**src/rtl/cache_control.sv**
```systemverilog
// Control FSM for the 2-way set-associative write-back L1 cache: sequences the
// datapath arrays and the pmem handshake. Optional counters: CACHE_PERF_CNT_EN.
module cache_control #(
  parameter int PERF_W = 32
) (
  input  logic              clk,
  input  logic              rst_n,
  input  logic              mem_read,
  input  logic              mem_write,
  output logic              mem_resp,
  output logic              pmem_read,
  output logic              pmem_write,
  input  logic              pmem_resp,
  input  logic [1:0]        cache_hit,
  input  logic              write_back,
  input  logic              way,
  input  logic              way_reg,
  output logic [1:0]        load_dirty,
  output logic [1:0]        load_valid,
  output logic [1:0]        load_tag,
  output logic              set_dirty,
  output logic              set_valid,
  output logic              set_lru,
  output logic              load_lru,
  output logic              way_sel,
  output logic              addr_sel,
  output logic [1:0]        write_sel,
  output logic              load_way_reg,
  output logic [1:0]        read_data_array,
  output logic [PERF_W-1:0] hit_cnt,
  output logic [PERF_W-1:0] miss_cnt,
  output logic [PERF_W-1:0] wb_cnt
);

  typedef enum logic [2:0] {IDLE, CHECK, WRITEBACK, FILL, REREAD} state_e;

  state_e state_q, state_d;

  always_ff @(posedge clk or negedge rst_n) begin
    if (!rst_n) state_q <= IDLE;
    else        state_q <= state_d;
  end

  // Strobes are gated by rst_n so every output is 0 while reset is held,
  // including the IDLE read-enable that would follow a pending request.
  always_comb begin
    state_d         = state_q;
    mem_resp        = 1'b0;
    pmem_read       = 1'b0;
    pmem_write      = 1'b0;
    load_dirty      = 2'b00;
    load_valid      = 2'b00;
    load_tag        = 2'b00;
    set_dirty       = 1'b0;
    set_valid       = 1'b0;
    set_lru         = 1'b0;
    load_lru        = 1'b0;
    way_sel         = 1'b0;
    addr_sel        = 1'b0;
    write_sel       = 2'b00;
    load_way_reg    = 1'b0;
    read_data_array = 2'b00;
    if (rst_n) begin
      case (state_q)
        IDLE: begin
          if (mem_read | mem_write) begin
            read_data_array = 2'b11;
            state_d         = CHECK;
          end
        end
        CHECK: begin
          if (|cache_hit) begin
            mem_resp = 1'b1;
            load_lru = 1'b1;
            set_lru  = ~way;
            // Write wins when both request lines are (illegally) high.
            if (mem_write) begin
              way_sel         = way;
              write_sel       = 2'b10;
              load_dirty[way] = 1'b1;
              set_dirty       = 1'b1;
            end
            state_d = IDLE;
          end else begin
            load_way_reg = 1'b1;
            state_d      = write_back ? WRITEBACK : FILL;
          end
        end
        WRITEBACK: begin
          pmem_write = 1'b1;
          way_sel    = way_reg;
          addr_sel   = 1'b1;
          if (pmem_resp) begin
            load_dirty[way_reg] = 1'b1;
            state_d             = FILL;
          end
        end
        FILL: begin
          pmem_read = 1'b1;
          way_sel   = way_reg;
          if (pmem_resp) begin
            write_sel           = 2'b01;
            load_tag[way_reg]   = 1'b1;
            load_valid[way_reg] = 1'b1;
            set_valid           = 1'b1;
            load_dirty[way_reg] = 1'b1;
            state_d             = REREAD;
          end
        end
        REREAD: begin
          read_data_array = 2'b11;
          state_d         = CHECK;
        end
        default: state_d = IDLE;
      endcase
    end
  end

`ifdef CACHE_PERF_CNT_EN
  logic [PERF_W-1:0] hit_cnt_q, hit_cnt_d;
  logic [PERF_W-1:0] miss_cnt_q, miss_cnt_d;
  logic [PERF_W-1:0] wb_cnt_q, wb_cnt_d;
  logic              refill_q, refill_d;

  // refill_q marks the CHECK that completes a miss so it is not counted as a hit.
  always_comb begin
    hit_cnt_d  = hit_cnt_q;
    miss_cnt_d = miss_cnt_q;
    wb_cnt_d   = wb_cnt_q;
    refill_d   = (state_q == REREAD);
    if (state_q == CHECK && (|cache_hit) && !refill_q && hit_cnt_q != '1)
      hit_cnt_d = hit_cnt_q + PERF_W'(1);
    if (state_q == CHECK && !(|cache_hit) && miss_cnt_q != '1)
      miss_cnt_d = miss_cnt_q + PERF_W'(1);
    if (state_q == WRITEBACK && pmem_resp && wb_cnt_q != '1)
      wb_cnt_d = wb_cnt_q + PERF_W'(1);
  end

  always_ff @(posedge clk or negedge rst_n) begin
    if (!rst_n) begin
      hit_cnt_q  <= '0;
      miss_cnt_q <= '0;
      wb_cnt_q   <= '0;
      refill_q   <= 1'b0;
    end else begin
      hit_cnt_q  <= hit_cnt_d;
      miss_cnt_q <= miss_cnt_d;
      wb_cnt_q   <= wb_cnt_d;
      refill_q   <= refill_d;
    end
  end

  assign hit_cnt  = hit_cnt_q;
  assign miss_cnt = miss_cnt_q;
  assign wb_cnt   = wb_cnt_q;
`else
  assign hit_cnt  = '0;
  assign miss_cnt = '0;
  assign wb_cnt   = '0;
`endif

endmodule

```
**config.mk**
```make
export PLATFORM = sky130hd
export DESIGN_NAME = cache_control
export DESIGN_NICKNAME = d
export VERILOG_FILES = /design/src/rtl/cache_control.sv
export SDC_FILE = /design/constraint.sdc
export NUM_CORES = 1
export LEC_CHECK = 0
export CORE_MARGIN = 2
export CORE_UTILIZATION = 40
export DETAILED_ROUTE_END_ITERATION = 16
export DONT_BUFFER_PORTS = 1
export GPL_ROUTABILITY_DRIVEN = 0
export PLACE_DENSITY = 0.57
export REMOVE_ABC_BUFFERS = 1
export SLEW_MARGIN = 10
export SYNTH_ARGS = -nofsm -noshare
export SYNTH_HDL_FRONTEND = slang
export SYNTH_SLANG_ARGS = --single-unit
```
**constraint.sdc**
```tcl
create_clock -name clk -period 2.1 [get_ports clk]
set_input_delay 0.105 -clock clk [delete_from_list [all_inputs] [get_ports clk]]
set_output_delay 0.105 -clock clk [all_outputs]
set_load 0.05 [all_outputs]
```
## Word-level counts from Yosys, hierarchy flattened

Index checks and enable logic that the tools add are counted.

| operators by class | value |
|---|---|
| reductions and logical operators | 6 |
| order comparisons | 4 |
| multiply operators | 0 |
| multiplexer cells | 49 |
| add/subtract/negate cells | 0 |
| bitwise operators | 2 |
| div/mod/pow operators | 0 |
| equality and inequality tests | 7 |
| shifts and indexed selects | 0 |

Operators by type and width:

| cell | count |
|---|---|
| $mux W1 | 27 |
| $mux W2 | 12 |
| $pmux W3 S5 | 1 |
| $pmux W2 S2 | 3 |
| $mux W3 | 3 |
| $eq A3 B2 Y1 const B | 2 |
| $ne A2 B2 Y1 const B | 3 |
| $lt A1 B2 Y1 const B | 2 |
| $reduce_and A4 Y1 | 1 |
| $reduce_or A2 Y1 | 2 |
| $eq A3 B1 Y1 const B | 1 |
| $eq A3 B3 Y1 const B | 1 |
| $logic_not A3 Y1 | 1 |
| $demux W1 S1 | 2 |
| $ge A1 B1 Y1 const B | 2 |
| $logic_and A1 B1 Y1 | 2 |
| $pmux W1 S2 | 1 |
| $not A1 Y1 | 1 |
| $or A1 B1 Y1 | 1 |

| storage, ports and cells | value |
|---|---|
| bits in registers | 3 |
| memories | 0 |
| logic and storage cells | 69 |
| bits in read-only memories | 0 |
| latch bits | 0 |
| output and inout bits | 116 |
| input bits | 10 |
| RAM bits | 0 |

## Depth between registers and ports, before layout

Gate-level depths: netlist of the first run.

| logic depth | value |
|---|---|
| depth in word-level cells | 8 |
| gate-level depth with buffers | 6 |
| mapped depth without buffers | 4 |

## Worst setup path before layout of the first run

OpenSTA, ideal clock, no wires.

| path | value |
|---|---|
| kind | reg2out |
| start | reg state_q[1] |
| end | out pmem_write |
| cell stages (with the launch flop) | 5 |
| data required time | 1.995 ns |
| arrival | 2.642 ns |
| path buffers | 2 |
| slack | -0.647 ns |
| path through | dfrtp_1 -> clkbuf_1 -> inv_1 -> nor4_1 -> buf_4 |

| between the ends | value |
|---|---|
| cells in the longest elaborated chain, start to end | 3 |

RTL lines:

| item | line | source |
|---|---|---|
| start, declared | 37 | `state_e state_q, state_d;` |
| start signal, assigned | 41 | `else state_q <= state_d;` |
| $eq A3 B2 Y1 | -- |  |
| $mux W1 (2 in a row) | -- |  |
| end, declared | 12 | `output logic pmem_write,` |

Every way passes these cells.

## Final worst setup path of the first run

| path | value |
|---|---|
| start | reg state_q[2] |
| end | out load_dirty[0] |

| between the ends | value |
|---|---|
| cells in the longest elaborated chain, start to end | 4 |
| elaborated cells on any way between the ends | 6 |
| those cells by class | eq/ne: 3; mux: 2; reduce/logical: 1 |

RTL lines:

| item | line | source |
|---|---|---|
| $eq A3 B2 Y1 | 64 | `case (state_q)` |
| $reduce_or A2 Y1 (no line) | -- |  |
| $pmux W2 S2 * | 64 |  |
| $mux W2 * | 63 | `if (rst_n) begin` |
| end, declared | 18 | `output logic [1:0] load_dirty,` |

Mark *: on every way between the ends. The rest lies on a longest branch, timed or not.

==> run summary, run 1 <==
Largest fanout on the critical path - 7
RSZ-0062 raised after global routing - false
Aggregate global routing overflow - 0
Pre-CTS setup slack - 0.3667 ns
Initial Util - 43.06%
Psw - 804.2 uW
Mapped Cells - 148
Average wire per standard cell - 9.068 um
Port Buf Inserts - 0
Chip Width - 56.11 um
DP HPWL - 1437 um
Clock Sinks - 3
R2R setup slack - 0.84 ns
Cells on worst reg2reg path - 3
RR Endpoint - state_q[1]$_DFFE_PN0P_
Chip Height - 56.11 um
Largest area contributor in the netlist - buf_4
DR iter-0 viols - 11
Final Hold Vio Count - 0
Synth Cell Area - 0.001086 mm^2
Post-synthesis register bit count - 3
Top-area cell type share of the netlist area - 69.82%
Kind of critical path - reg -> out
Root Buffer - clkbuf_4
Busiest grt layer - met2
Total global-route track usage - 9.547%
Max reg flops - 3
Ys Warns - 0
Reg clk slew, reported paths - 0.04 ns
Int Power - 299.6 uW
Worst Setup Slack, final - 0.1085 ns
Sw Share - 72.86%
Clock Skew - 0.002771 ns
Post-synthesis sequential area ratio - 6.912%
Largest net degree at the start of global routing - 13
Yosys cell types - 27
Max cap viols - 0
Layout cells sized above 1 - 16.25%
CTS tree - done
Worst Path Arrival - 1.89 ns
Area Growth Syn to Fin - -15.09%
Max frequency - 502.1 MHz
Die area - 0.003148 mm^2
Avg Inst Size Synth - 7.338 um^2
Io pins - 126
Comb pwr share - 77.0%
Final setup fails - 0
Total Wirelength - 1723 um
Most flop-heavy register - state_q
Drt first pass iters - 4
HP Start - pmem_resp
Post-route ant nets - 0
H-tree depth - 1
Clock Latency Late Sink - 0.25 ns
First-pass GRT wire length - 2297 um
Remaining DRCs - 0
Via density per instance - 3.626
Antenna violations before repair - 0
Overall Power - 1.104 mW
CTS Buf Count - 3
Crit. End Element - output port
Power per cell area - 1197 mW/mm^2
Least-Margin Pin Slew - 0.5078 ns
FP Rows - 18
Commonest non-fill, non-tap cell in the layout - conb_1
HP Class - in -> reg
Final hold slack - 0.05958 ns
Commonest non-fill, non-tap cells in the layout - conb_1, buf_4, inv_1, nand2_1
Status - completed
Top cells by area, synth - buf_4, dfrtp_1, nor4_1
CTS Buffer Depth - 2
Core area - 0.002522 mm^2
Clk network pwr share - 10.2%
Period utilization - 94.83%
Worst Path Required - 2.00 ns
Max VDD drop - 0.5089 mV
Power share of the sequential group - 12.8%
Antenna Cells - 0
Lkg Pwr - 0.5496 nW
Top flop regs - state_q: 3 flops
Met3 usage - 3.488%
Hold Path End - state_q[1]$_DFFE_PN0P_
Met2 usage - 14.62%
Worst Setup Start Kind - register
Total number of vias - 689
Vias in the first global route - 443
Normalized max-slew margin - 66.27%
Met1 usage - 10.28%
Layout net count - 171
Setup bufs post-CTS - 0
Hold Crit Depth - 2
Reg-to-reg startpoint - state_q[1]$_DFFE_PN0P_
Final Max Slew Viols - 0
Fin crit period - 1.991 ns
## cell type report
type / instances / area (um^2)
tap: 30 / 37.54
timing repair buffer: 15 / 138.9
inverter: 5 / 18.77
clock buffer: 4 / 26.28
fill: 269 / 1600
multi-input combinational: 133 / 625.6
sequential: 3 / 75.07
## critical path, stage by stage, from the launching register on
cell and delay (ns):
dfrtp_1 0.44, nand2b_2 0.26, or4b_1 0.50, o32ai_2 0.21
buf_4 0.24
## power groups by stage
stage | registers, mW | logic (mW) | clock network [mW]
6_report | 0.141 | 0.850 | 0.112
4_1_cts | 0.138 | 0.850 | 0.114
3_5_place_dp | 0.140 | 0.845 | 0
3_3_place_gp | 0.138 | 0.847 | 0
5_1_grt | 0.146 | 0.887 | 0.120
2_1_floorplan | 0.121 | 0.715 | 0
## kinds of logic (layout without fill, tap and decap cells)
group                  count (synthesis)  in the layout  share of synthesized area, %
buffers and inverters                107             24                         71.89
other                                  1             96                        0.3453
AOI/OAI and AO/OA                      9              9                         5.875
DFF                                    3              3                         6.912
and+or+nand+nor                       28             28                         14.98
## synth_stat cells
| cell | instances |
|---|---|
| nand2b_2 | 1 |
| conb_1 | 1 |
| nand3_1 | 2 |
| and2_1 | 3 |
| nand2_1 | 4 |
| clkbuf_1 | 1 |
| inv_1 | 5 |
| and2b_1 | 1 |
| or2_2 | 1 |
| or4b_1 | 1 |
| a221o_1 | 1 |
| and3_1 | 1 |
| nor4_1 | 5 |
| o211ai_1 | 1 |
| nor2b_1 | 1 |
| o41ai_1 | 1 |
| or4_1 | 1 |
| nor3_1 | 3 |
| dfrtp_1 | 3 |
| nor2_1 | 2 |
| o311ai_0 | 1 |
| buf_4 | 101 |
| o21ai_0 | 1 |
| a21oi_1 | 3 |
| o32ai_1 | 1 |
| nand4_1 | 1 |
| nand2b_1 | 1 |
## per-layer routing
| layer | part of all wire [%] | vias up |
|---|---|---|
| li1 | - | 308 |
| met1 | 31 | 300 |
| met2 | 48 | 76 |
| met3 | 17 | 5 |
| met4 | 2.8 | 0 |
| met5 | 0 | - |
## worst max-delay path by stage
stage,startpoint,end,slack [ns],cells after the start
final,state_q[2]$_DFFE_PN0P_,load_dirty[0],0.11,4
after global routing,state_q[2]$_DFFE_PN0P_,load_dirty[0],0.03,4
after CTS,state_q[2]$_DFFE_PN0P_,load_dirty[0],0.1,4
after detailed placement,state_q[2]$_DFFE_PN0P_,load_dirty[0],0.37,4
after global placement,state_q[2]$_DFFE_PN0P_,load_dirty[0],0.38,4
after floorplan,state_q[2]$_DFFE_PN0P_,set_dirty,-1.41,3
## repair_timing
| item | 4_1_cts | 5_1_grt |
|---|---|---|
| resized for setup | 0 | 0 |
| hold buffers | 1 | 0 |
| hold endpoints to repair | 4 | 0 |
| setup endpoints to repair | 0 | 0 |
## metrics by stage
step	std cells	setup TNS, ns	util (%)	cell area, um^2
6_report	190	0	36.56	922.1
5_1_grt	190	0	36.56	922.1
3_3_place_gp	185	0	35.12	885.9
4_1_cts	190	0	36.56	922.1
2_1_floorplan	141	-10.28	-	680.7
3_5_place_dp	185	0	35.12	885.9
(Power assumes the default switching activity.)
==> run 2, diff against run 1 <==
--- a/config.mk
+++ b/config.mk
@@ -5,12 +5,12 @@
 export SDC_FILE = /design/constraint.sdc
 export NUM_CORES = 1
 export LEC_CHECK = 0
-export CORE_MARGIN = 2
-export CORE_UTILIZATION = 40
+export CORE_AREA = 2 2 49 51
 export DETAILED_ROUTE_END_ITERATION = 16
+export DIE_AREA = 0 0 51 53
 export DONT_BUFFER_PORTS = 1
 export GPL_ROUTABILITY_DRIVEN = 0
-export PLACE_DENSITY = 0.57
+export PLACE_DENSITY = 0.68
 export REMOVE_ABC_BUFFERS = 1
 export SLEW_MARGIN = 10
 export SYNTH_ARGS = -nofsm -noshare
==> run 2 against run 1 <==
Against the previous run:
- register-to-register slack barely moved
- core utilization rose by 8.1 points
- non-clock buffer count rose by 2
- fmax rose by 0.98%
- via count fell by 0.44%
- die area fell by 14%
- critical path type unchanged
- highest routed layer unchanged
==> run summary, run 2 (synthesized netlist as in run 1, its figures left out) <==
RR Endpoint - state_q[1]$_DFFE_PN0P_
Commonest non-fill, non-tap cell in the layout - conb_1
# hold bufs at CTS - 1 (unchanged)
Final setup fails - 0 (unchanged)
RSZ-0062 raised after global routing - false
Total number of vias - 686 (-0.44%)
Worst Setup Start Kind - register
Worst Path Required - 2.00 ns (about the same)
Via density per instance - 3.611 (-0.44%)
Setup bufs post-CTS - 0 (unchanged)
Layout net count - 173 (+1.2%)
CTS Buffer Depth - 2 (unchanged)
Clock Latency Late Sink - 0.23 ns (-0.02 ns)
Worst Path Arrival - 1.87 ns (-0.02 ns)
Reg-to-reg startpoint - state_q[1]$_DFFE_PN0P_
Power per cell area - 1154 mW/mm^2 (-3.6%)
Kind of critical path - reg -> out
Max VDD drop - 0.5791 mV (+14%)
Crit. End Element - output port
Clock Skew - 0.002971 ns (+0.0001994 ns)
Average wire per standard cell - 8.805 um (-2.9%)
Least-Margin Pin Slew - 0.5070 ns (-0.0007812 ns)
Reg clk slew, reported paths - 0.04 ns (about the same)
Busiest grt layer - met2
Crit path launch - state_q[2]$_DFFE_PN0P_
Fin area - 959.7 um^2 (+4.1%)
Final Max Slew Viols - 0 (unchanged)
Max cap viols - 0 (unchanged)
FP Rows - 17 (-1)
Root Buffer - clkbuf_4
Antenna violations before repair - 0 (unchanged)
Die area - 0.002703 mm^2 (-14%)
Met3 usage - 3.107% (-0.38 points)
Overall Power - 1.107 mW (+0.30%)
Period utilization - 93.91% (-0.92 points)
Most flop-heavy register - state_q
Chip Width - 51 um (-9.1%)
CTS tree - done
Aggregate global routing overflow - 0 (unchanged)
H-tree depth - 1 (unchanged)
Max frequency - 507.1 MHz (+0.98%)
Area Growth Syn to Fin - -11.64%
Total global-route track usage - 10.32% (+0.77 points)
Initial Util - 50.55% (+7.5 points)
Final hold slack - 0.07979 ns (+0.02021 ns)
R2R setup slack - 0.85 ns (about the same)
Lkg Pwr - 0.5660 nW (+3.0%)
Critical Path End - load_dirty[0]
Fin crit period - 1.972 ns (-0.01937 ns)
Commonest non-fill, non-tap cells in the layout - conb_1, buf_4, inv_1, nand2_1
Chip Height - 53 um (-5.5%)
Final core utilization - 44.67% (+8.1 points)
Max reg flops - 3 (unchanged)
Post-route ant nets - 0 (unchanged)
Layout cells sized above 1 - 17.28% (+1.0 points)
Cells on worst reg2reg path - 3 (unchanged)
Io pins - 126 (unchanged)
HP Class - in -> reg
Met1 usage - 9.710% (-0.57 points)
Total Wirelength - 1673 um (-2.9%)
Status - completed
Remaining DRCs - 0 (unchanged)
DR iter-0 viols - 6 (-5)
Drt first pass iters - 3 (-1)
Normalized max-slew margin - 66.32% (about the same)
Largest net degree at the start of global routing - 13 (unchanged)
Top flop regs - state_q: 3 flops
First-pass GRT wire length - 2007 um (-13%)
Clock Sinks - 3 (unchanged)
Area post-placement - 923.4 um^2 (+4.2%)
Final Hold Vio Count - 0 (unchanged)
Largest fanout on the critical path - 7 (unchanged)
Filler Cells Inserted - 230 (-14%)
Antenna Cells - 0 (unchanged)
Core area - 0.002148 mm^2 (-15%)
Met2 usage - 19.05% (+4.4 points)
Port Buf Inserts - 0 (unchanged)
Post-CTS resize count - 0 (unchanged)
CTS Buf Count - 3 (unchanged)
Vias in the first global route - 437 (-1.4%)
DP HPWL - 1427 um (-0.67%)
[run 2: area by class of cell]
class	instances	area, um^2	share of cell area [%]
Timing Repair Buffer	17	178.9	18.64
Multi-Input combinational cell	133	625.6	65.19
Sequential cell	3	75.07	7.823
Tap cell	28	35.03	3.651
Inverter	5	18.77	1.956
Clock buffer	4	26.28	2.738
[run 2: power by group]
group	internal (mW)	total, mW	switching (mW)
logic	0.158	0.866	0.708
registers	0.0813	0.140	0.0590
clock network	0.0712	0.100	0.0293
[run 2: worst min path at each step]
stage / cells past startpoint / endpoint / slack (ns) / startpoint
2_1_floorplan: 0 / state_q[0]$_DFFE_PN0P_ / -0.19 / rst_n
6_report: 2 / state_q[1]$_DFFE_PN0P_ / 0.08 / pmem_resp
3_5_place_dp: 0 / state_q[1]$_DFFE_PN0P_ / -0.19 / rst_n
5_1_grt: 2 / state_q[1]$_DFFE_PN0P_ / 0.08 / pmem_resp
4_1_cts: 2 / state_q[1]$_DFFE_PN0P_ / 0.08 / pmem_resp
3_3_place_gp: 0 / state_q[0]$_DFFE_PN0P_ / -0.19 / rst_n
[run 2: layer usage]
metal | share of wire, % | wire [um] | up-vias
met3 | 15 | 252 | 4
met4 | 1.6 | 27 | 0
met1 | 28 | 472 | 300
met2 | 55 | 920 | 71
li1 | - | - | 311
met5 | 0 | 0 | -
[run 2: critical path, stage by stage, from the launching register on]
cell and delay (ns):
dfrtp_1 0.43, nand2b_2 0.26, or4b_1 0.50, o32ai_2 0.20, buf_4 0.23
[run 2: per-stage QoR]
stage | std cells | worst slack [ns] | TNS [ns]
3_5_place_dp | 185 | 0.3633 | 0
4_1_cts | 190 | 0.1211 | 0
5_1_grt | 190 | 0.03956 | 0
6_report | 190 | 0.1279 | 0
2_1_floorplan | 141 | -1.414 | -10.28
3_3_place_gp | 185 | 0.3882 | 0
==> run 3, diff against run 2 <==
--- a/config.mk
+++ b/config.mk
@@ -6,6 +6,7 @@
 export NUM_CORES = 1
 export LEC_CHECK = 0
 export CORE_AREA = 2 2 49 51
+export CTS_BUF_LIST = sky130_fd_sc_hd__clkbuf_8
 export DETAILED_ROUTE_END_ITERATION = 16
 export DIE_AREA = 0 0 51 53
 export DONT_BUFFER_PORTS = 1
==> run 3 against run 2 <==
Against the previous run:
- hold slack lost 0.077 ns
- clock power is 62% higher
- first-iteration DRC count shrank 33%
- fmax grew 0.67%
- sequential power barely moved
- core utilization is 0.87 points higher
- die area stayed put
- sequential share of layout area fell by 0.15 points
- register-to-register slack worse by 0.03 ns
- combinational power about the same
- largest power group unchanged
==> run summary, run 3 (synthesized netlist as in run 1, its figures left out) <==
Most flop-heavy register - state_q
HP Class - in -> reg
WL met1 - 473 um (+0.21%)
Final hold slack - 0.002333 ns (-0.07745 ns)
Lkg Pwr - 0.5779 nW (+2.1%)
Status - completed
Max VDD drop - 0.5717 mV (-1.3%)
Crit. End Element - output port
CTS tree - done
Initial Util - 50.55% (unchanged)
RSZ-0062 raised after global routing - false
Non-Filler Instances - 190 (unchanged)
Met2 Routed Length - 904 um (-1.7%)
Normalized max-slew margin - 66.32% (about the same)
Highest metal used - met4
Port Buf Inserts - 0 (unchanged)
Chip Height - 53 um (unchanged)
Top flop regs - state_q: 3 flops
FP Rows - 17 (unchanged)
Kind of critical path - reg -> out
DP HPWL - 1427 um (unchanged)
Aggregate global routing overflow - 0 (unchanged)
Fin area - 978.4 um^2 (+2.0%)
Clock Skew - 0.001278 ns (-0.001692 ns)
Power per cell area - 1192 mW/mm^2 (+3.3%)
Reg clk slew, reported paths - 0.03 ns (about the same)
Total number of vias - 690 (+0.58%)
Antenna violations before repair - 0 (unchanged)
Largest net degree at the start of global routing - 13 (unchanged)
Average wire per standard cell - 8.689 um (-1.3%)
Die area - 0.002703 mm^2 (unchanged)
Clock Sinks - 3 (unchanged)
Commonest non-fill, non-tap cell in the layout - conb_1
Area Growth Syn to Fin - -9.908%
Worst Path Arrival - 1.85 ns (-0.02 ns)
Post-CTS resize count - 0 (unchanged)
Final setup fails - 0 (unchanged)
Placed cells - 185 (unchanged)
Remaining DRCs - 0 (unchanged)
Io pins - 126 (unchanged)
Chip Width - 51 um (unchanged)
Max frequency - 510.4 MHz (+0.67%)
Commonest non-fill, non-tap cells in the layout - conb_1, buf_4, inv_1, nand2_1
H-tree depth - 1 (unchanged)
Fin crit period - 1.959 ns (-0.01303 ns)
Largest fanout on the critical path - 7 (unchanged)
Final core utilization - 45.54% (+0.87 points)
Met3 wire len - 247 um (-2.0%)
Via density per instance - 3.632 (+0.58%)
Area post-placement - 923.4 um^2 (unchanged)
Total global-route track usage - 10.38% (+0.060 points)
Max cap viols - 0 (unchanged)
DR iter-0 viols - 4 (-2)
Clock Latency Late Sink - 0.21 ns (-0.02 ns)
Post-route ant nets - 0 (unchanged)
Worst Path Required - 2.00 ns (about the same)
Max reg flops - 3 (unchanged)
Layout net count - 173 (unchanged)
Core area - 0.002148 mm^2 (unchanged)
Period utilization - 93.29% (-0.62 points)
Antenna Cells - 0 (unchanged)
Worst Setup Start Kind - register
Final Hold Vio Count - 0 (unchanged)
Layout cells sized above 1 - 17.28% (unchanged)
Least-Margin Pin Slew - 0.5070 ns (-0.00005925 ns)
Vias in the first global route - 453 (+3.7%)
CTS Buffer Depth - 2 (unchanged)
CTS Buf Count - 3 (unchanged)
Root Buffer - clkbuf_8
Drt first pass iters - 3 (unchanged)
First-pass GRT wire length - 2035 um (+1.4%)
Total Wirelength - 1651 um (-1.3%)
Final Max Slew Viols - 0 (unchanged)
[run 3: what timing repair did]
item | 4_1_cts | 5_1_grt
buffers inserted | 0 | 0
hold endpoints to repair | 3 | 0
hold buffers | 1 | 0
[run 3: final timing paths]
kind                                             start                endpoint  slack, ns  cells after the start
worst max-delay path            state_q[2]$_DFFE_PN0P_           load_dirty[0]       0.14                      4
worst min-delay path                             rst_n  state_q[2]$_DFFE_PN0P_      0.002                      1
worst max register to register  state_q[1]$_DFFE_PN0P_  state_q[1]$_DFFE_PN0P_       0.82                      3
worst min register to register  state_q[0]$_DFFE_PN0P_  state_q[0]$_DFFE_PN0P_       0.67                      1
max in group asynchronous                        rst_n  state_q[0]$_DFFE_PN0P_       1.80                      1
min in group asynchronous                        rst_n  state_q[2]$_DFFE_PN0P_       0.15                      1
[run 3: stage by stage]
stage / setup WS [ns] / setup TNS (ns) / total power, mW
floorplan: -1.414 / -10.28 / 0.8354
global route: 0.06843 / 0 / 1.219
CTS: 0.1395 / 0 / 1.168
detailed placement: 0.3633 / 0 / 1.001
global placement: 0.3882 / 0 / 0.9959
finish: 0.1409 / 0 / 1.167
[run 3: critical path, cell delays in order (launching register included)]
cell	delay [ns]
dfrtp_1	0.43
nand2b_2	0.26
or4b_1	0.50
o32ai_2	0.20
buf_4	0.23
[run 3: final cells by class]
cell class	instances	area [um^2]
Fill cell	226	1170
Multi-Input combinational cell	133	625.6
Timing Repair Buffer	17	178.9
Sequential cell	3	75.07
Clock buffer	3	41.29
Tap cell	28	35.03
Inverter	5	18.77
Clock inverter	1	3.754
[run 3: power by group]
group          switching, mW  total [mW]  internal (mW)
clock network         0.0372       0.162          0.124
registers             0.0606       0.142         0.0814
logic                  0.705       0.863          0.158
[run 3: metal layers]
layer,track usage [%],up-vias
met1,10.05,304
met4,6.757,0
met2,19.70,73
met5,0,-
met3,2.260,4
li1,-,309
